`src/rtl/veririsc_controller.sv`:
```
// VeriRISC instruction sequencer: 8-phase counter plus combinational strobe decode.
// Optional macro VERIRISC_CTRL_STEP_EN adds a 'step' input that gates phase advance.
module veririsc_controller #(
  parameter int PHASES = 8,
  parameter int OPC_W  = 3
) (
  input  logic             clk,
  input  logic             rst,
`ifdef VERIRISC_CTRL_STEP_EN
  input  logic             step,
`endif
  input  logic [OPC_W-1:0] opcode,
  input  logic             zero,
  output logic             sel,
  output logic             rd,
  output logic             ld_ir,
  output logic             inc_pc,
  output logic             halt,
  output logic             ld_pc,
  output logic             data_e,
  output logic             ld_ac,
  output logic             wr,
  output logic [2:0]       phase
);

  if (PHASES != 8) begin : g_bad_phases
    $error("veririsc_controller: only PHASES=8 is supported");
  end

  localparam logic [OPC_W-1:0] OP_HLT = OPC_W'(0);
  localparam logic [OPC_W-1:0] OP_SKZ = OPC_W'(1);
  localparam logic [OPC_W-1:0] OP_ADD = OPC_W'(2);
  localparam logic [OPC_W-1:0] OP_AND = OPC_W'(3);
  localparam logic [OPC_W-1:0] OP_XOR = OPC_W'(4);
  localparam logic [OPC_W-1:0] OP_LDA = OPC_W'(5);
  localparam logic [OPC_W-1:0] OP_STO = OPC_W'(6);
  localparam logic [OPC_W-1:0] OP_JMP = OPC_W'(7);

  typedef enum logic [2:0] {
    INST_ADDR  = 3'd0,
    INST_FETCH = 3'd1,
    INST_LOAD  = 3'd2,
    IDLE       = 3'd3,
    OP_ADDR    = 3'd4,
    OP_FETCH   = 3'd5,
    ALU_OP     = 3'd6,
    STORE      = 3'd7
  } phase_t;

  phase_t state;
  logic   halted;
  logic   advance;
  logic   alu_op;

`ifdef VERIRISC_CTRL_STEP_EN
  assign advance = step;
`else
  assign advance = 1'b1;
`endif

  assign alu_op = (opcode == OP_ADD) || (opcode == OP_AND) ||
                  (opcode == OP_XOR) || (opcode == OP_LDA);
  assign phase  = state;

  // HLT freezes the counter in OP_ADDR; only rst releases it.
  always_ff @(posedge clk) begin
    if (rst) begin
      state  <= INST_ADDR;
      halted <= 1'b0;
    end else if (!halted && advance) begin
      if (state == OP_ADDR && opcode == OP_HLT)
        halted <= 1'b1;
      else
        state <= phase_t'(state + 3'd1);
    end
  end

  always_comb begin
    sel    = 1'b0;
    rd     = 1'b0;
    ld_ir  = 1'b0;
    inc_pc = 1'b0;
    halt   = 1'b0;
    ld_pc  = 1'b0;
    data_e = 1'b0;
    ld_ac  = 1'b0;
    wr     = 1'b0;
    if (rst) begin
      sel = 1'b0;
    end else if (halted) begin
      halt = 1'b1;
    end else begin
      case (state)
        INST_ADDR: sel = 1'b1;
        INST_FETCH: begin
          sel = 1'b1;
          rd  = 1'b1;
        end
        INST_LOAD, IDLE: begin
          sel   = 1'b1;
          rd    = 1'b1;
          ld_ir = 1'b1;
        end
        OP_ADDR: begin
          inc_pc = 1'b1;
          halt   = (opcode == OP_HLT);
        end
        OP_FETCH: rd = alu_op;
        // data_e leads wr by one phase so the bus is driven before the write strobe.
        ALU_OP: begin
          rd     = alu_op;
          inc_pc = (opcode == OP_SKZ) && zero;
          ld_pc  = (opcode == OP_JMP);
          data_e = (opcode == OP_STO);
        end
        STORE: begin
          rd     = alu_op;
          ld_ac  = alu_op;
          ld_pc  = (opcode == OP_JMP);
          wr     = (opcode == OP_STO);
          data_e = (opcode == OP_STO);
        end
        default: sel = 1'b0;
      endcase
    end
  end

endmodule

```
`config.mk`:
```
export PLATFORM = sky130hd
export DESIGN_NAME = veririsc_controller
export DESIGN_NICKNAME = d
export VERILOG_FILES = /design/src/rtl/veririsc_controller.sv
export SDC_FILE = /design/constraint.sdc
export NUM_CORES = 1
export LEC_CHECK = 0
export ABC_CLOCK_PERIOD_IN_PS = 1500
export CAP_MARGIN = 15
export CELL_PAD_IN_SITES_DETAIL_PLACEMENT = 1
export CELL_PAD_IN_SITES_GLOBAL_PLACEMENT = 1
export CORE_MARGIN = 8
export CORE_UTILIZATION = 26
export DETAILED_ROUTE_END_ITERATION = 7
export HOLD_SLACK_MARGIN = 0.05
export PLACE_DENSITY = 0.81
export SLEW_MARGIN = 10
export SYNTH_ARGS = -nofsm -noshare
export SYNTH_HDL_FRONTEND = slang
export SYNTH_SLANG_ARGS = --single-unit
```
`constraint.sdc`:
```
create_clock -name clk -period 1.5 [get_ports clk]
set_input_delay 0.225 -clock clk [delete_from_list [all_inputs] [get_ports clk]]
set_output_delay 0.225 -clock clk [all_outputs]
set_load 0.005 [all_outputs]
```
==> results of run 1 <==
## sequential cells by signal (all words and copies together) (netlist names)
signal and flops:
halted 1, phase 3
## path summary, 6_finish.rpt
path | end | cells after the start | from
max | sel | 6 | phase[0]$_SDFFE_PP0P_
min reg2reg | phase[2]$_SDFFE_PP0P_ | 2 | halted$_SDFF_PP0_
min | halted$_SDFF_PP0_ | 3 | rst
max reg2reg | phase[0]$_SDFFE_PP0P_ | 6 | phase[0]$_SDFFE_PP0P_
## cells by family (layout without fill, tap and decap cells)
logic type | Yosys count | after routing
buffers and inverters | 7 | 46
and+or+nand+nor | 23 | 23
DFF | 4 | 4
xor gates and xnor gates | 1 | 1
adders and majority gates | 6 | 6
AOI/OAI and AO/OA | 13 | 13
## metal layers
metal | vias up | global-route usage | wire, µm
met3 | 4 | 0.0359 | 85
met4 | 0 | 0.0643 | 40
met1 | 283 | 0.143 | 900
li1 | 279 | - | -
met2 | 21 | 0.223 | 1040
met5 | - | 0 | 0
## power by group
group,leakage (nW),total [W],internal [W],switching [W]
clock network,0.0138,0.000156,0.0000909,0.0000647
registers,0.0347,0.000211,0.000156,0.0000556
logic,0.371,0.000885,0.000497,0.000388
total,0.419,0.00125,0.000743,0.000508
## Yosys cell counts (2+ instances only)
library cell,n,area [µm²]
ha_1,6,75.1
nor2_1,6,22.5
a21oi_1,5,25.0
dfxtp_1,4,80.1
inv_1,4,15.0
buf_6,2,22.5
nand2_1,2,7.51
nand2b_1,2,12.5
nand4b_1,2,17.5
nor4_1,2,12.5
nor4b_2,2,30.0
or4_1,2,15.0
## area by class of cell
type / count / area, µm² / share of cell area
clock buffers: 3 / 22.5 / 0.0239
repair buffers: 39 / 323 / 0.343
multi-input cells: 43 / 465 / 0.495
inverters: 4 / 17.5 / 0.0186
well taps: 17 / 21.3 / 0.0226
flip-flops and latches: 4 / 91.3 / 0.0971
## repair_timing
item | CTS | global route
gates resized for setup | 62 | 21
setup endpoints to repair | 11 | 11
hold endpoints to repair | 0 | 0
setup buffers | 5 | 2
pin swaps | 9 | 11
## tightest hold or removal path: cells and delay by family
family        cells  cell delay, ns
simple gates      1            0.06
buf+inv           2            0.40
## metrics by stage
stage          power [W]  area, µm²  hold WS [ns]   util
6_report         0.00125        941         0.477  0.563
5_1_grt          0.00134        941         0.503  0.563
4_1_cts          0.00109        870         0.474  0.521
2_1_floorplan   0.000435        449         0.433      -
3_3_place_gp    0.000746        727         0.571  0.435
3_5_place_dp    0.000777        727         0.594  0.435
==> summary.md, run 1 <==
| Metric | Value |
|---|---|
| Ys flop type | `dfxtp_1` |
| Critical path data arrival time | `1.57 ns` |
| Commonest cells after routing, fill and taps aside | `16 x buf_4, 7 x buf_2, 7 x buf_6` |
| TritonCTS Buffers | `3` |
| Die area | `3310 µm²` |
| Maxcap violations | `0` |
| FMAX | `558 MHz` |
| CTS root buffer | `clkbuf_4` |
| Register bit total from synthesis | `4` |
| Clock transition at path regs | `0.04 ns` |
| Setup WS post-layout | `-0.293 ns` |
| Initial antenna violation count | `0` |
| Gr usage total | `0.130` |
| Critical Path Fanout Max | `4` |
| First-pass GRT wire length | `3310 µm` |
| Cell area power density | `1330 nW/µm²` |
| RD Place Congestion | `0.758` |
| Antenna-violating nets left | `0` |
| Share of layout cells above drive strength 1 | `0.656` |
| CTS tree | `built` |
| Diodes inserted | `0` |
| Die extent in x | `57.5 µm` |
| Fin cells | `110` |
| Final nets | `107` |
| Pin count of the biggest net entering global routing | `13` |
| Outcome | `complete, but fails checks` |
| Syn_area_per_cell | `8.30 µm²` |
| Drt via density | `5.34` |
| Setup slack, reg-to-reg | `-0.02 ns` |
| Family with the most delay on the worst path | `simple AND/OR/NAND/NOR gates` |
| FILL cells | `178` |
| DP Cell Count | `100` |
| Main combinational cell family by area after synthesis | `simple AND/OR/NAND/NOR gates` |
| Simple-Gate Fraction of Synth Area | `0.349` |
| Cells after Synth | `54` |
| Tcrit/Tclk final | `1.20` |
| Failing checks | `negative setup slack` |
| P_leak | `0.419 nW` |
| Post-synth EDFFs | `0` |
| Ys async rst share | `0` |
| Final wirelength | `2060 µm` |
| Cells along the critical path | `inv_4 -> ha_4 -> or3_4 -> a21oi_2 -> nor2_1 -> buf_2` |
| Mux cell area share after synthesis | `0` |
| Initial core utilization | `0.268` |
| Vias in the first global route | `632` |
| Slew at the pin closest to its max-slew limit | `0.233 ns` |
| Clk Latency, worst-skew pair | `0.26 ns` |
| Final slew viol count | `0` |
| Layout area overhead | `110%` |
| Worst min-delay path class | `in2reg` |
| Via Count | `587` |
| IO Pins | `18` |
| Core Box Area | `1670 µm²` |
| Worst path buffer plus inverter count | `2` |
| IO Port Bufs | `17` |
| Synthesized cell area | `448 µm²` |
| Min Tclk post-route | `1.79 ns` |
| Max_slew headroom | `0.842` |
| Htree depth | `1` |
| Max Buffers Root-to-Sink | `2` |
| 1st-iter DRT viols | `9` |
| Synth Net Count | `66` |
| Register area share after synthesis | `0.179` |
| CP Launch Type | `flop` |
| RSZ-0062 raised after global routing | `true` |
| Dpl hpwl | `1320 µm` |
| Setup Viol. Count Final | `10` |
| Worst VDD drop | `597 µV` |
| Adder-cell area share of the yosys netlist | `0.168` |
| Crit Path Class | `reg2out` |
| Setup Skew | `0.00358 ns` |
| DRC viols | `0` |
| Distinct cells, synth | `27` |
| Wire per inst | `18.7 µm` |
| Most common cell after layout, fill and taps aside | `buf_4` |
| Post-synthesis compound-gate area fraction | `0.193` |
| Pre-CTS setup slack | `-0.663 ns` |
| Yosys warnings | `0` |
| Largest stage delay, worst path | `0.38 ns` |
| Post-synthesis xor/xnor area fraction | `0.0196` |
| FP Rows | `15` |
| Final Hold Viols | `0` |
| CP max-delay cell | `dfxtp_4` |
| Clock sink count | `4` |
| TritonRoute pass-1 iters | `4` |
| Hold-fix buffer count after cts | `0` |
| Required time of the critical path | `1.27 ns` |
| Die H | `57.5 µm` |
| Crit end category | `output port` |
| Setup TNS | `-1.66 ns` |
| Remaining global-route overflow | `0` |
(Power assumes the default switching activity.)
==> run 2: changes to the inputs <==
- CORE_MARGIN: 8 -> not set
- SLEW_MARGIN: 10 -> not set
==> summary.md, run 2 (synthesized netlist as in run 1, its figures left out) <==
| Metric | Value |
|---|---|
| CTS tree | `built` |
| Via Count | `612` |
| Max_slew headroom | `0.834` |
| Gr usage total | `0.243` |
| Core Box Area | `1560 µm²` |
| FMAX | `573 MHz` |
| Setup Skew | `0.0112 ns` |
| Crit end category | `output port` |
| Failing checks | `design-rule violations, negative setup slack` |
| IO Port Bufs | `17` |
| First-pass GRT wire length | `3290 µm` |
| Critical Path Fanout Max | `4` |
| Max Buffers Root-to-Sink | `2` |
| Initial antenna violation count | `0` |
| RSZ-0062 raised after global routing | `true` |
| Critical path data arrival time | `1.52 ns` |
| Final slew viol count | `0` |
| Slew at the pin closest to its max-slew limit | `0.249 ns` |
| Htree depth | `1` |
| TritonCTS Buffers | `3` |
| Setup slack, reg-to-reg | `-0.11 ns` |
| 1st-iter DRT viols | `8` |
| Fin cells | `113` |
| Final wirelength | `2140 µm` |
| Vias in the first global route | `667` |
| Commonest cells after routing, fill and taps aside | `14 x buf_6, 13 x buf_4, 8 x buf_2` |
| Final Hold Viols | `0` |
| Dpl hpwl | `1160 µm` |
| Min Tclk post-route | `1.74 ns` |
| CP Launch Type | `flop` |
| DP Cell Count | `101` |
| Crit Path Class | `reg2out` |
| Die extent in x | `43.5 µm` |
| RD Place Congestion | `0.806` |
| Clock transition at path regs | `0.05 ns` |
| Share of layout cells above drive strength 1 | `0.701` |
| Cell area power density | `1290 nW/µm²` |
| P_leak | `0.452 nW` |
| Initial core utilization | `0.287` |
| Pre-CTS setup slack | `-0.623 ns` |
| CTS root buffer | `clkbuf_4` |
| Antenna-violating nets left | `0` |
| Maxcap violations | `0` |
| Die H | `43.5 µm` |
| Most common cell after layout, fill and taps aside | `buf_6` |
| Wire per inst | `18.9 µm` |
| Setup WS post-layout | `-0.244 ns` |
| Worst min-delay path class | `in2reg` |
| Setup Viol. Count Final | `11` |
| Clk Latency, worst-skew pair | `0.24 ns` |
| Diodes inserted | `0` |
| Remaining global-route overflow | `0` |
| Tcrit/Tclk final | `1.16` |
| FP Rows | `14` |
| TritonRoute pass-1 iters | `6` |
| DRC viols | `4` |
| Outcome | `complete, but fails checks` |
| IO Pins | `18` |
| Drt via density | `5.42` |
| Worst VDD drop | `922 µV` |
| Clock sink count | `4` |
| Required time of the critical path | `1.27 ns` |
| Max reg flops | `3` |
| Die area | `1890 µm²` |
| Pin count of the biggest net entering global routing | `13` |
| Final nets | `111` |
| Layout area overhead | `134%` |
-- run 2: changes by cell type in the layout (fill, tap and decap cells not counted), moves of 2 or more --
cell	previous run	this run
nor2_1	6	4
buf_4	16	13
nor4b_4	0	2
buf_6	7	14
nor4b_2	2	0
-- run 2: layout make-up --
cell class / instances / area (µm²)
Multi-Input combinational cell: 43 / 519
Fill cell: 165 / 509
Timing Repair Buffer: 43 / 377
Sequential cell: 4 / 91.3
Clock buffer: 3 / 22.5
Inverter: 4 / 20.0
Tap cell: 16 / 20.0
-- run 2: worst paths after layout --
| path | startpoint | cells past startpoint | to |
|---|---|---|---|
| setup / recovery | phase[0]$_SDFFE_PP0P_ | 6 | sel |
| hold / removal | rst | 3 | halted$_SDFF_PP0_ |
| setup reg to reg | phase[0]$_SDFFE_PP0P_ | 7 | phase[0]$_SDFFE_PP0P_ |
| hold reg to reg | halted$_SDFF_PP0_ | 2 | phase[2]$_SDFFE_PP0P_ |
-- run 2: metal layers --
metal / global-route usage / vias up / share of wire
li1: - / 289 / -
met1: 0.271 / 307 / 0.40
met2: 0.452 / 14 / 0.56
met3: 0.0417 / 2 / 0.037
met4: 0.100 / 0 / 0.0047
met5: 0 / - / 0
-- run 2: worst max-delay path, stage by stage, from the launching register on --
cell,delay (ns)
dfxtp_4,0.39
inv_4,0.06
ha_4,0.16
or3_4,0.38
a21oi_2,0.14
nor2_1,0.05
buf_2,0.12
-- run 2: through the flow --
step	power [W]	hold WS (ns)	util	setup TNS, ns	area [µm²]
4_1_cts	0.00119	0.492	0.626	-1.59	976
2_1_floorplan	0.000435	0.433	-	0	449
3_5_place_dp	0.000767	0.596	0.475	-4.64	741
3_3_place_gp	0.000741	0.585	0.475	-4.32	741
6_report	0.00135	0.521	0.673	-1.60	1050
5_1_grt	0.00143	0.523	0.673	-2.05	1050
-- run 2: timing repair --
item | CTS | global route
setup buffers | 10 | 2
pin swaps | 11 | 7
endpoints found under the setup margin | 10 | 14
hold buffers | 0 | 0
gates resized for setup | 83 | 15
-- run 2: power breakdown --
group	internal (W)	switching, W	leakage [nW]	total (W)
registers	0.000156	0.0000587	0.0347	0.000215
logic	0.000556	0.000442	0.404	0.000997
clock network	0.0000900	0.0000504	0.0138	0.000140
total	0.000801	0.000551	0.452	0.00135
